--- config.mk ---
export PLATFORM = sky130hd
export DESIGN_NAME = tt_mux_sched
export DESIGN_NICKNAME = d
export VERILOG_FILES = /design/src/rtl/tt_mux_pkg.sv /design/src/rtl/tt_mux_ow_sel.sv /design/src/rtl/tt_mux_sched.sv
export SDC_FILE = /design/constraint.sdc
export NUM_CORES = 1
export LEC_CHECK = 0
export ABC_AREA = 1
export CAP_MARGIN = 15
export CORE_AREA = 5 5 184 186
export CTS_BUF_LIST = sky130_fd_sc_hd__clkbuf_16
export DETAILED_ROUTE_END_ITERATION = 8
export DIE_AREA = 0 0 189 191
export PLACE_DENSITY_LB_ADDON = 0.1
export SETUP_SLACK_MARGIN = 0.02
export SKIP_LAST_GASP = 1
export SYNTH_ARGS = -nofsm -noshare
export SYNTH_HDL_FRONTEND = slang
export SYNTH_HIERARCHICAL = 1
export SYNTH_SLANG_ARGS = --single-unit
--- constraint.sdc ---
create_clock -name clk -period 3.92 [get_ports clk]
set_input_delay 0.392 -clock clk [delete_from_list [all_inputs] [get_ports clk]]
set_output_delay 0.392 -clock clk [all_outputs]
set_load 0.02 [all_outputs]
--- src/rtl/tt_mux_pkg.sv ---
// Shared types and iw/ow field layout for the Tiny Tapeout project mux scheduler.
// Optional build macro used by this slice: MUX_SCHED_OE_MASK_EN (see tt_mux_ow_sel).
package tt_mux_pkg;

  localparam int IW_W = 18;
  localparam int OW_W = 24;

  // iw bus layout {uio_in, ui_in, rst_n, clk}
  localparam int IW_CLK    = 0;
  localparam int IW_RSTN   = 1;
  localparam int IW_UI_LO  = 2;
  localparam int IW_UI_HI  = 9;
  localparam int IW_UIO_LO = 10;
  localparam int IW_UIO_HI = 17;

  // ow bus layout {uio_oe, uio_out, uo_out}
  localparam int OW_UO_LO  = 0;
  localparam int OW_UO_HI  = 7;
  localparam int OW_UIO_LO = 8;
  localparam int OW_UIO_HI = 15;
  localparam int OW_OE_LO  = 16;
  localparam int OW_OE_HI  = 23;

  typedef enum logic [1:0] {
    ST_IDLE   = 2'd0,
    ST_DRAIN  = 2'd1,
    ST_RESET  = 2'd2,
    ST_ACTIVE = 2'd3
  } state_e;

  function automatic int max_int(input int a, input int b);
    return (a > b) ? a : b;
  endfunction

endpackage

--- src/rtl/tt_mux_ow_sel.sv ---
// N_PROJ:1 ow return mux with a registered, clearable output.
// With MUX_SCHED_OE_MASK_EN defined, uio_out bits are gated by the project's uio_oe.
module tt_mux_ow_sel
  import tt_mux_pkg::*;
#(
  parameter int N_PROJ = 16,
  parameter int SEL_W  = $clog2(N_PROJ)
) (
  input  logic                   clk,
  input  logic                   rst,
  input  logic                   clear,
  input  logic [SEL_W-1:0]       sel,
  input  logic [N_PROJ*OW_W-1:0] proj_ow,
  output logic [OW_W-1:0]        ext_ow
);

  logic [OW_W-1:0] mux_ow;
  logic [OW_W-1:0] masked_ow;
  logic [OW_W-1:0] ext_ow_d;
  logic [OW_W-1:0] ext_ow_q;

  // NOTE: every variable written here gets a default first so no latch is inferred.
  always_comb begin
    mux_ow = '0;
    for (int k = 0; k < N_PROJ; k++) begin
      if (sel == SEL_W'(k)) mux_ow = proj_ow[k*OW_W +: OW_W];
    end
  end

  always_comb begin
    masked_ow = mux_ow;
`ifdef MUX_SCHED_OE_MASK_EN
    masked_ow[OW_UIO_HI:OW_UIO_LO] = mux_ow[OW_UIO_HI:OW_UIO_LO] & mux_ow[OW_OE_HI:OW_OE_LO];
`else
    masked_ow = mux_ow;
`endif
    ext_ow_d = clear ? '0 : masked_ow;
  end

  // NOTE: sequential state is updated only with non-blocking assignments.
  always_ff @(posedge clk) begin
    if (rst) ext_ow_q <= '0;
    else     ext_ow_q <= ext_ow_d;
  end

  assign ext_ow = ext_ow_q;

endmodule

--- src/rtl/tt_mux_sched.sv ---
// Break-before-make project select sequencer: DRAIN guard, RESET hold, then ACTIVE.
// Build option MUX_SCHED_OE_MASK_EN is consumed by tt_mux_ow_sel.
module tt_mux_sched
  import tt_mux_pkg::*;
#(
  parameter int N_PROJ    = 16,
  parameter int SEL_W     = $clog2(N_PROJ),
  parameter int GUARD_CYC = 4,
  parameter int RST_HOLD  = 8
) (
  input  logic                   clk,
  input  logic                   rst,
  input  logic                   sel_req,
  input  logic [SEL_W-1:0]       sel_addr,
  input  logic                   sel_off,
  output logic                   sel_ack,
  output logic                   sel_err,
  output logic                   sel_done,
  output logic                   busy,
  output logic [SEL_W-1:0]       cur_sel,
  output logic [N_PROJ-1:0]      proj_ena,
  input  logic [IW_W-1:0]        ext_iw,
  output logic [IW_W-1:0]        proj_iw,
  input  logic [N_PROJ*OW_W-1:0] proj_ow,
  output logic [OW_W-1:0]        ext_ow
);

  localparam int CNT_W = $clog2(max_int(GUARD_CYC, RST_HOLD) + 1);

  state_e              state_q, state_d;
  logic [CNT_W-1:0]    cnt_q, cnt_d;
  logic [SEL_W-1:0]    tgt_q, tgt_d;
  logic                off_q, off_d;
  logic [SEL_W-1:0]    cur_sel_q, cur_sel_d;
  logic [N_PROJ-1:0]   proj_ena_q, proj_ena_d;
  logic                busy_q, busy_d;
  logic                done_q, done_d;
  logic                sel_rdy;
  logic                addr_ok;
  logic                live_d;

  // With a power-of-two project count every encodable address is valid.
  generate
    if (N_PROJ == (1 << SEL_W)) begin : g_full
      assign addr_ok = 1'b1;
    end else begin : g_part
      assign addr_ok = (sel_addr < SEL_W'(N_PROJ));
    end
  endgenerate

  assign sel_rdy = (state_q == ST_IDLE) || (state_q == ST_ACTIVE);
  assign sel_ack = sel_req & sel_rdy & ~sel_off & addr_ok;
  assign sel_err = sel_req & sel_rdy & ~sel_off & ~addr_ok;

  always_comb begin
    state_d = state_q;
    cnt_d   = cnt_q;
    tgt_d   = tgt_q;
    off_d   = off_q;
    case (state_q)
      ST_IDLE, ST_ACTIVE: begin
        if (sel_off) begin
          state_d = ST_DRAIN;
          cnt_d   = CNT_W'(GUARD_CYC - 1);
          off_d   = 1'b1;
        end else if (sel_ack) begin
          state_d = ST_DRAIN;
          cnt_d   = CNT_W'(GUARD_CYC - 1);
          tgt_d   = sel_addr;
          off_d   = 1'b0;
        end
      end
      ST_DRAIN: begin
        if (cnt_q == '0) begin
          state_d = off_q ? ST_IDLE : ST_RESET;
          cnt_d   = CNT_W'(RST_HOLD - 1);
        end else begin
          cnt_d = cnt_q - 1'b1;
        end
      end
      ST_RESET: begin
        if (cnt_q == '0) state_d = ST_ACTIVE;
        else             cnt_d   = cnt_q - 1'b1;
      end
      default: state_d = ST_IDLE;
    endcase
  end

  // Registered outputs follow the next state so they line up with the state they describe.
  always_comb begin
    live_d     = (state_d == ST_RESET) || (state_d == ST_ACTIVE);
    cur_sel_d  = live_d ? tgt_d : '0;
    proj_ena_d = '0;
    for (int k = 0; k < N_PROJ; k++) begin
      if (live_d && (tgt_d == SEL_W'(k))) proj_ena_d[k] = 1'b1;
    end
    busy_d = (state_d == ST_DRAIN) || (state_d == ST_RESET);
    done_d = (state_q == ST_RESET) && (state_d == ST_ACTIVE);
  end

  always_comb begin
    proj_iw = '0;
    case (state_q)
      ST_ACTIVE: proj_iw = ext_iw;
      ST_RESET: begin
        proj_iw          = ext_iw;
        proj_iw[IW_RSTN] = 1'b0;
      end
      default: proj_iw = '0;
    endcase
  end

  always_ff @(posedge clk) begin
    if (rst) begin
      state_q    <= ST_IDLE;
      cnt_q      <= '0;
      tgt_q      <= '0;
      off_q      <= 1'b0;
      cur_sel_q  <= '0;
      proj_ena_q <= '0;
      busy_q     <= 1'b0;
      done_q     <= 1'b0;
    end else begin
      state_q    <= state_d;
      cnt_q      <= cnt_d;
      tgt_q      <= tgt_d;
      off_q      <= off_d;
      cur_sel_q  <= cur_sel_d;
      proj_ena_q <= proj_ena_d;
      busy_q     <= busy_d;
      done_q     <= done_d;
    end
  end

  tt_mux_ow_sel #(
    .N_PROJ (N_PROJ),
    .SEL_W  (SEL_W)
  ) u_ow_sel (
    .clk     (clk),
    .rst     (rst),
    .clear   (~live_d),
    .sel     (cur_sel_d),
    .proj_ow (proj_ow),
    .ext_ow  (ext_ow)
  );

  assign sel_done = done_q;
  assign busy     = busy_q;
  assign cur_sel  = cur_sel_q;
  assign proj_ena = proj_ena_q;

endmodule

==> results.cfg <==
[status]
status = complete, no violations

[worst_setup_path]
path_common_cell = nand2_1
crit_required_ps = 4160
reg2reg_slack_ps = 420
reg2reg_from = state_q[0]
rr_worst_depth = 25
setup.worst_path.end_class = flip-flop
path_class = reg2reg
arrival_ps = 3740
slowest_stage = dfxtp_1
slowest_delay_ps = 320
start_kind = flip-flop
timing.rr.end = u_ow_sel/ext_ow[2]
crit_fanout = 24

[layout]
n_fill_cell = 3519
drive_gt1_share_pct = 10.06
nets = 1912
area_growth_pct = 114.4
final_cell_area_um2 = 11330
fin_util_pct = 35.27

[synth]
synth_top_cell_area_share_pct = 23.16
yosysSeqAreaShare_pct = 21.60
syn_avg_cell_area_um2 = 5.359
yosysWarnings = 6
synth-seq-cells = 57
ys_top_cells_by_area = nand2_1, dfxtp_1, nor2_1, nand4_1, inv_1
syn_nets = 1402
yosysUniqueCellTypes = 27
yosysTopAreaCell = nand2_1
synth_cells = 986
syn_area_um2 = 5284

[clock_network]
clk_path_buf_depth = 2
clk_latency_ps = 350
cts.htree.levels = 3
root_buffer = clkbuf_16
clk_pin_slew_ps = 60
clock-sinks = 57
cts_tree = built
numCtsBuffers = 9

[hold_path]
min_delay_path_depth = 2
hold_end = off_q
hp-class = reg2reg
min-delay-start = off_q

[power]
combPwrFrac_pct = 48.4
clkPwrFrac_pct = 29.8
switching_share_pct = 35.26
power.density_nw_per_um2 = 264.6
p_int_mw = 1.940
power.switching_mw = 1.057
p_seq_share_pct = 21.8
p_leak_nw = 4.691
ir_drop_mv = 0.1934

[timing]
fin_hold_ws_ps = 458.9
finClkSkew_ps = 12.55
max_clock_freq_mhz = 285.8
setup_viol = 0
worstMarginPinSlew_ps = 1021
setup_slack_ps = 420.7
finalCriticalPeriod_ps = 3499
rsz0062_at_grt = false
finalHoldViolations = 0
period_share_pct = 89.27
slew_headroom_pct = 31.67
slew_viol_final = 0

[floorplan]
die_w_um = 189
die_y_um = 191
design.die.area_um2 = 36100
ios = 476
rows = 66
core_area_um2 = 32120
initial_core_util_pct = 16.45

[global_routing]
grt_usage_pct = 20.44
antenna_found_initial = 10
grt_first_pass_wirelength_um = 55260
grt_pass1_vias = 8789
gr-total-overflow = 0
grt_max_degree = 38

[drt]
wire_per_inst_um = 19.90
routed_via_density = 4.235
drt_iter0_markers = 290
finalWirelength_um = 38050
dr.pass1.iters = 5
via_count = 8097
ant_nets = 0
drc = 0

[run]
cap_violations = 0

[placement]
preCtsSetupSlack_ps = -258.1
dpl.hpwl_um = 32620
place_congestion = 0.9486
port_buffers = 474
placed_area_um2 = 10860
==> cell usage after synthesis <==
| cell | n |
|---|---|
| nand4_1 | 69 |
| o21ai_4 | 2 |
| or2_2 | 15 |
| o21ai_0 | 32 |
| nor2_2 | 13 |
| inv_2 | 9 |
| nand2_2 | 8 |
| a31oi_1 | 1 |
| ha_1 | 6 |
| or2_1 | 3 |
| clkbuf_1 | 25 |
| nand3_1 | 69 |
| nand3_4 | 1 |
| nor3_1 | 2 |
| a21oi_1 | 40 |
| inv_1 | 96 |
| conb_1 | 1 |
| or2_4 | 1 |
| dfxtp_1 | 57 |
| nor2_4 | 3 |
| nor2_1 | 168 |
| or2_0 | 19 |
| buf_4 | 2 |
| xor2_1 | 1 |
| o21ai_2 | 1 |
| buf_2 | 16 |
| nand2_1 | 326 |
==> power by group through the flow <==
stage	registers (mW)	logic [mW]	clock network (mW)
after floorplan	0.691	0.545	0
after global placement	0.664	1.44	0
after detailed placement	0.665	1.44	0
after CTS	0.653	1.45	0.927
after global routing	0.660	1.61	0.940
final	0.653	1.45	0.892
==> layout make-up <==
cell class / instances / area (um^2) / share of cell area (%)
multi-input combinational: 781 / 3637 / 32.11
tap: 408 / 510.5 / 4.506
clock inverter: 7 / 102.6 / 0.9057
timing repair buffer: 542 / 5305 / 46.83
clock buffer: 9 / 225.2 / 1.988
sequential: 57 / 1141 / 10.07
inverter: 105 / 399.1 / 3.523
antenna: 3 / 7.507 / 0.06627
==> state kept, by name, summed over array words and instances, names as in the netlist <==
signal           cells
busy                 1
cnt_q                4
cur_sel              4
off_q                1
proj_ena            16
sel_done             1
state_q              2
tgt_q                4
u_ow_sel/ext_ow     24
==> layout by cell type (no fill, tap or decap), drive strengths merged <==
master,netlist,layout
conb,1,1
nand3,70,70
buf,18,68
clkdlybuf4s50,0,474
nand4,69,69
diode,0,3
nor2,184,184
clkinv,0,4
xor2,1,1
or2,38,38
dfxtp,57,57
bufinv,0,2
inv,105,105
nand2,334,334
a31oi,1,1
clkbuf,25,9
clkinvlp,0,1
nor3,2,2
a21oi,40,40
ha,6,6
o21ai,35,35
==> cell families after synthesis <==
logic type	share of synthesized area, %
XOR/XNOR	0.1658
buffers and inverters	11.03
adder cells (fa/ha/maj)	1.421
AND/OR/NAND/NOR	57.99
AO/OA/AOI/OAI	7.720
flip-flops	21.60
other	0.07097
==> how the worst max path moves through the flow <==
| stage | depth (start not counted) | slack (ps) | to | start |
|---|---|---|---|---|
| global placement | 22 | -150 | u_ow_sel/ext_ow[18] | sel_off |
| finish | 25 | 420 | u_ow_sel/ext_ow[2] | state_q[0] |
| detailed placement | 22 | -260 | u_ow_sel/ext_ow[18] | sel_off |
| CTS | 25 | 30 | u_ow_sel/ext_ow[8] | state_q[0] |
| floorplan | 23 | 830 | u_ow_sel/ext_ow[11] | state_q[0] |
| global route | 26 | 30 | u_ow_sel/ext_ow[2] | state_q[1] |
==> metrics by stage <==
stage / total power [mW] / setup TNS [ps] / cells
floorplan: 1.237 / 0 / 986
global placement: 2.102 / -1232 / 1887
detailed placement: 2.106 / -2193 / 1887
CTS: 3.028 / 0 / 1903
global route: 3.214 / 0 / 1910
finish: 2.997 / 0 / 1912
==> worst max-delay path, delay by kind of cell, from the launching register on <==
kind,cells,cell delay [ps]
AND/OR/NAND/NOR,16,1760
buffers and inverters,7,800
adder cells (fa/ha/maj),2,500
flip-flops,1,320
==> per-layer routing <==
| layer | global-route usage, % | routed length (um) | vias up |
|---|---|---|---|
| li1 | - | - | 4136 |
| met1 | 21.77 | 14370 | 3609 |
| met2 | 38.75 | 19690 | 297 |
| met3 | 7.451 | 3158 | 45 |
| met4 | 4.092 | 776 | 10 |
| met5 | 0 | 60 | - |
==> timing repair <==
item                                    4_1_cts  5_1_grt
hold buffers                                  0        0
gates resized for setup                       3       17
hold endpoints to repair                      0        0
endpoints found under the setup margin        8       24
setup buffers                                 0        6
pin swaps                                     0        4
gates cloned                                  0        0
Note: power is estimated with default switching activity, not from simulation.
==> edit 1: new RTL, config.mk and constraints unchanged <==
Build with the macro `MUX_SCHED_OE_MASK_EN` defined.
--- a/src/rtl/tt_mux_ow_sel.sv
+++ b/src/rtl/tt_mux_ow_sel.sv
@@ -1,5 +1,7 @@
 // N_PROJ:1 ow return mux with a registered, clearable output.
 // With MUX_SCHED_OE_MASK_EN defined, uio_out bits are gated by the project's uio_oe.
+`define MUX_SCHED_OE_MASK_EN
+
 module tt_mux_ow_sel
   import tt_mux_pkg::*;
 #(
Check against the original RTL: not equivalent (a bounded check fails within 10 cycles, from zero or initial values and one cycle with rst high).
==> edit 1 against the original RTL <==
- worst setup slack worse by 0.093 ns
- routed wire length increased by 1.1%
- combinational power is 3% lower
- largest power group unchanged
- cell count decreased by 0.16%
- area after synthesis fell by 2.0%
- final area shrank 1.8%
- sequential cell count is the same
- power down 7.3%
==> edit 1: results (changes against the original RTL) <==
| Metric | Value |
|---|---|
| Status | finished, final reports clean |
| First-pass GRT wire length | 54170 um (-2.0%) |
| # nets final | 1906 (-0.31%) |
| Vias in the first global route | 8456 (-3.8%) |
| Dpl ws | -0.07268 ns (+0.1854 ns) |
| Layout Skew | 0.009472 ns (-0.003074 ns) |
| M1 wire length | 13690 um (-4.7%) |
| Routed wl met3 | 2983 um (-5.5%) |
| Switching Fraction | 35.50% (+0.23 points) |
| Peak supply drop | 0.0001668 V (-14%) |
| Placed cell area | 10790 um^2 (-0.66%) |
| Final GP Congestion | 0.8990 (-5.2%) |
| Filler cells | 3597 (+2.2%) |
| Power Total | 2.778 mW (-7.3%) |
| Cell variety after synth | 30 (+11%) |
| Worst EP arrival | 3.84 ns (+0.10 ns) |
| Leak | 4.709 nW (+0.37%) |
| Sequential share of the synthesized area | 22.04% (+0.45 points) |
| Initial DRC count | 270 (-6.9%) |
| Dpl hpwl | 33670 um (+3.2%) |
| Post-synthesis adder-cell area fraction | 1.450% (+0.030 points) |
| Crit-path max FO | 5 (-79%) |
| Synth Area in Compound Gates | 8.605% (+0.89 points) |
| Initial antenna violation count | 15 (+5) |
| Syn Nets | 1391 (-0.78%) |
| Largest net degree at the start of global routing | 26 (-32%) |
| Overall Global Routing Usage | 20.43% (about the same) |
| Synth Area in XOR/XNOR | 0.1692% (+0.0034 points) |
| Routed wl met2 | 21130 um (+7.3%) |
edit 1: changes by cell type in the layout (fill, tap and decap cells not counted), moves of 5 or more:
cell	change
nand3_1	-22
or2_2	+13
inv_1	+19
or2_0	-17
o21ai_1	+5
nor2_1	-9
nor2_4	-5
nand2_1	+29
inv_2	-7
nand4_1	-5
a21oi_1	+15
o21ai_0	-17
edit 1: logic make-up (layout without fill, tap and decap cells):
kind of cell / after synthesis / after routing
AO/OA/AOI/OAI: 82 / 82
XOR/XNOR: 1 / 1
adder cells (fa/ha/maj): 6 / 6
buffers and inverters: 151 / 671
flip-flops: 57 / 57
other: 1 / 7
AND/OR/NAND/NOR: 677 / 677
edit 1: worst register-to-register path: cells and delay by family (launching register included):
kind | cells | cell delay, ns
fa+ha+maj | 2 | 0.49
buf+inv | 6 | 0.59
simple gates | 18 | 2.07
flops | 1 | 0.32
edit 1: final timing paths:
| check | to | slack, ns | cells after the start |
|---|---|---|---|
| min reg2reg | off_q$_SDFFE_PP0P_ | 0.47 | 2 |
| max | u_ow_sel/ext_ow[9]$_SDFF_PP0_ | 0.33 | 26 |
| max reg2reg | u_ow_sel/ext_ow[9]$_SDFF_PP0_ | 0.33 | 26 |
| min | off_q$_SDFFE_PP0P_ | 0.47 | 2 |
edit 1: final cells by class:
class	count	area, um^2	share of cell area, %
clock buffer	9	225.2	2.024
antenna	6	15.01	0.1350
clock inverter	7	48.80	0.4386
inverter	115	431.7	3.880
timing repair buffer	540	5260	47.28
multi-input combinational	767	3492	31.39
tap	408	510.5	4.588
sequential	57	1142	10.27
edit 1: timing repair:
| action | in CTS | in global routing |
|---|---|---|
| setup buffers | 0 | 0 |
| pin swaps | 0 | 1 |
| endpoints found under the setup margin | 2 | 23 |
| gates resized for setup | 1 | 12 |
edit 1: power groups by stage:
stage               clock network [mW]  registers [mW]  logic [mW]
floorplan                            0           0.685       0.530
global placement                     0           0.662        1.40
detailed placement                   0           0.662        1.40
CTS                              0.756           0.650        1.40
global route                     0.782           0.654        1.54
finish                           0.732           0.650        1.40
edit 1: layer usage:
metal	GRT usage [%]	vias to the layer above
li1	-	4091
met1	20.50	3587
met2	40.84	267
met3	7.159	44
met4	3.475	18
met5	0	-
edit 1: metrics by stage:
step,hold WS [ns],cells
floorplan,0.4391,975
global placement,0.4560,1886
detailed placement,0.4540,1887
CTS,0.4661,1903
global route,0.5198,1908
finish,0.4673,1909
==> edit 2: new RTL, config.mk and constraints unchanged <==
Without the edit above. Re-encode `state_e` (4 states) as one-hot, 4 bits wide.
--- a/src/rtl/tt_mux_pkg.sv
+++ b/src/rtl/tt_mux_pkg.sv
@@ -21,11 +21,11 @@
   localparam int OW_OE_LO  = 16;
   localparam int OW_OE_HI  = 23;
 
-  typedef enum logic [1:0] {
-    ST_IDLE   = 2'd0,
-    ST_DRAIN  = 2'd1,
-    ST_RESET  = 2'd2,
-    ST_ACTIVE = 2'd3
+  typedef enum logic [3:0] {
+    ST_IDLE   = 4'b0001,
+    ST_DRAIN  = 4'b0010,
+    ST_RESET  = 4'b0100,
+    ST_ACTIVE = 4'b1000
   } state_e;
 
   function automatic int max_int(input int a, input int b);
Formal check against the unedited RTL: no difference found for any inputs over 10 cycles, from zero or initial values and one cycle with rst high; not proved beyond that.
==> edit 2 against the original RTL <==
- area after synthesis increased by 3.2%
- sequential cell count increased by 2
- critical path type unchanged
- die area unchanged
- core utilization decreased by 0.90 points
- count of clock-buffer cells in the layout unchanged
- non-clock buffer count decreased by 43
- worst setup slack got worse by 0.072 ns
- routed wire length increased by 0.14%
- critical path depth decreased by 3
- highest routed layer unchanged
- clock skew about the same
- final area decreased by 2.6%
Power is not compared: it rests on default switching activity, and its combinational part moved more than twofold at a synthesized area within 25%.
==> edit 2: results (changes against the original RTL) <==
| Metric | Value |
|---|---|
| Status | finished, final reports clean |
| Reg2Reg Launch Point | cnt_q[0]$_SDFFE_PP0P_ |
| EDFF count, synth | 0 (unchanged) |
| Worst-skew pair later-pin latency | around 0.34 ns |
| Switching Fraction | between 40% and 50% |
| Ys Warns | 6 (unchanged) |
| Crit-path max cell delay | 0.72 ns (+0.40 ns) |
| Kind of critical path | reg -> reg |
| Slowest-stage cell, CP | nor2_2 |
| Synth area leaders | nand2_1, dfxtp_1, nor2_1 |
| Max-Slew Margin vs Limit | 25.90% (-5.8 points) |
| Synth Area in Compound Gates | 7.297% (-0.42 points) |
| First-pass GRT wire length | 53500 um (-3.2%) |
| Dpl ws | 0.06952 ns (+0.3276 ns) |
| Layout Skew | 0.01243 ns (-0.0001202 ns) |
| Max FFs per register | 24 (unchanged) |
| Final GP Congestion | 0.9423 (-0.66%) |
| Detailed Routing Iterations Pass 1 | 4 (-1) |
| Worst EP arrival | 3.85 ns (+0.11 ns) |
| Peak supply drop | between 0.00015 and 0.0002 V |
| Syn Nets | 1428 (+1.9%) |
| CTS buffer count | 9 (unchanged) |
| Top delay family on crit path | simple AND/OR/NAND/NOR gates |
| Filler cells | 3521 (+0.057%) |
| Post-synthesis adder-cell area fraction | 0.2295% (-1.2 points) |
| Max Root-Sink Buffers | 2 (unchanged) |
| Top FF cell, synth | dfxtp_1 |
| Largest net degree at the start of global routing | 34 (-11%) |
| Hold_sp | off_q$_SDFFE_PP0P_ |
| Clock Tree Root | clkbuf_16 |
| Sequential share of the synthesized area | 21.66% (+0.065 points) |
| Crit-path max FO | 25 (+4.2%) |
| Top cells by count, synth | nand2_1, nor2_1, inv_1, nand3_1, nand4_1 |
| Cell variety after synth | 30 (+11%) |
| Reg clk slew, reported paths | 0.06 ns (about the same) |
| Synth Area in XOR/XNOR | 0.1606% (-0.0051 points) |
| Dpl hpwl | 32580 um (-0.11%) |
| Fraction of layout instances using a drive strength above 1 | 7.066% (-3.0 points) |
| Vias in the first global route | 8526 (-3.0%) |
| Overall Global Routing Usage | 20.03% (-0.41 points) |
| Initial antenna violation count | 15 (+5) |
| Leak | roughly 4.5 nW |
| Initial DRC count | 374 (+29%) |
| Hold crit path type | reg -> reg |
| Mux share of post-synthesis cell area | 0% (unchanged) |
| # nets final | 1893 (-0.99%) |
| Routed len/inst | 20.02 um (+0.61%) |
| Async set-reset flop share out of synthesis | 0% (unchanged) |
| CTS H-tree lvls | 3 (unchanged) |
| PortBufs | 474 (unchanged) |
| Routed vias/inst | 4.302 (+1.6%) |
-- edit 2: changes by cell type in the layout (fill, tap and decap cells not counted), sizes merged, moves of 3 or more --
cell and delta:
inv +9, nand3 +10, nor2 +3, nand4 +4, nand2 +5, a21oi +4, diode +6, buf -43
ha -5
-- edit 2: power by group through the flow --
| stage | Clock (mW) | Combinational [mW] | Sequential [mW] |
|---|---|---|---|
| 2_1_floorplan | 0 | 1.64 | 0.923 |
| 3_3_place_gp | 0 | 3.26 | 0.809 |
| 3_5_place_dp | 0 | 3.26 | 0.807 |
| 4_1_cts | 0.875 | 3.27 | 0.797 |
| 5_1_grt | 0.900 | 3.55 | 0.813 |
| 6_report | 0.847 | 3.21 | 0.795 |
-- edit 2: worst paths after layout --
path | to | depth (start not counted) | slack, ns
worst max-delay path | u_ow_sel/ext_ow[15]$_SDFF_PP0_ | 22 | 0.35
worst min-delay path | off_q$_SDFFE_PP0P_ | 2 | 0.49
worst max register to register | u_ow_sel/ext_ow[15]$_SDFF_PP0_ | 22 | 0.35
worst min register to register | off_q$_SDFFE_PP0P_ | 2 | 0.49
-- edit 2: area by class of cell --
type	instances	share of cell area (%)
clock inverter	6	0.7367
multi-input combinational	799	33.03
tap	408	4.624
timing repair buffer	499	44.79
sequential	59	10.70
antenna	9	0.2040
clock buffer	9	2.040
inverter	114	3.876
-- edit 2: worst register-to-register path, cell delays in order (launching register included) --
cell and delay (ns):
dfxtp_1 0.29, inv_1 0.12, ha_1 0.21, nand3_1 0.16
inv_1 0.12, nand2_1 0.07, nor2_1 0.12, nor2_2 0.07
nand3_2 0.15, nor2_1 0.06, buf_4 0.15, nor2_2 0.72
buf_4 0.34, nand3_1 0.10, nand3_1 0.15, nor2_1 0.05
nand4_1 0.08, nand2_1 0.11, nand4_1 0.18, nand2_1 0.08
nand4_1 0.07, nor2_1 0.05, nor2_1 0.08
-- edit 2: what timing repair did --
item,in CTS,in global routing
hold buffers,0,0
setup buffers,0,0
resized for setup,0,2
setup endpoints to repair,0,9
-- edit 2: kinds of logic after synthesis --
group,after synthesis
simple gates,718
compound gates,78
flops,59
other cells,1
xor+xnor,1
fa+ha+maj,1
buf+inv,159
-- edit 2: per-layer routing --
layer  wire, um  vias up  GRT usage [%]  part of all wire (%)
met4        876       16          5.437                   2.3
met1      13650     3654          20.60                    36
met2      20390      309          38.31                    54
met5         90        -              0                  0.24
li1           -     4154              -                     -
met3       3094       53          7.140                   8.1
-- edit 2: through the flow --
step	hold WS [ns]	utilization (%)	std cells	area (um^2)
floorplan	0.4402	-	1017	5453
global placement	0.4761	33.32	1879	10700
detailed placement	0.4714	33.32	1879	10700
CTS	0.4809	34.27	1894	11010
global route	0.5192	34.33	1899	11030
finish	0.4852	34.37	1903	11040
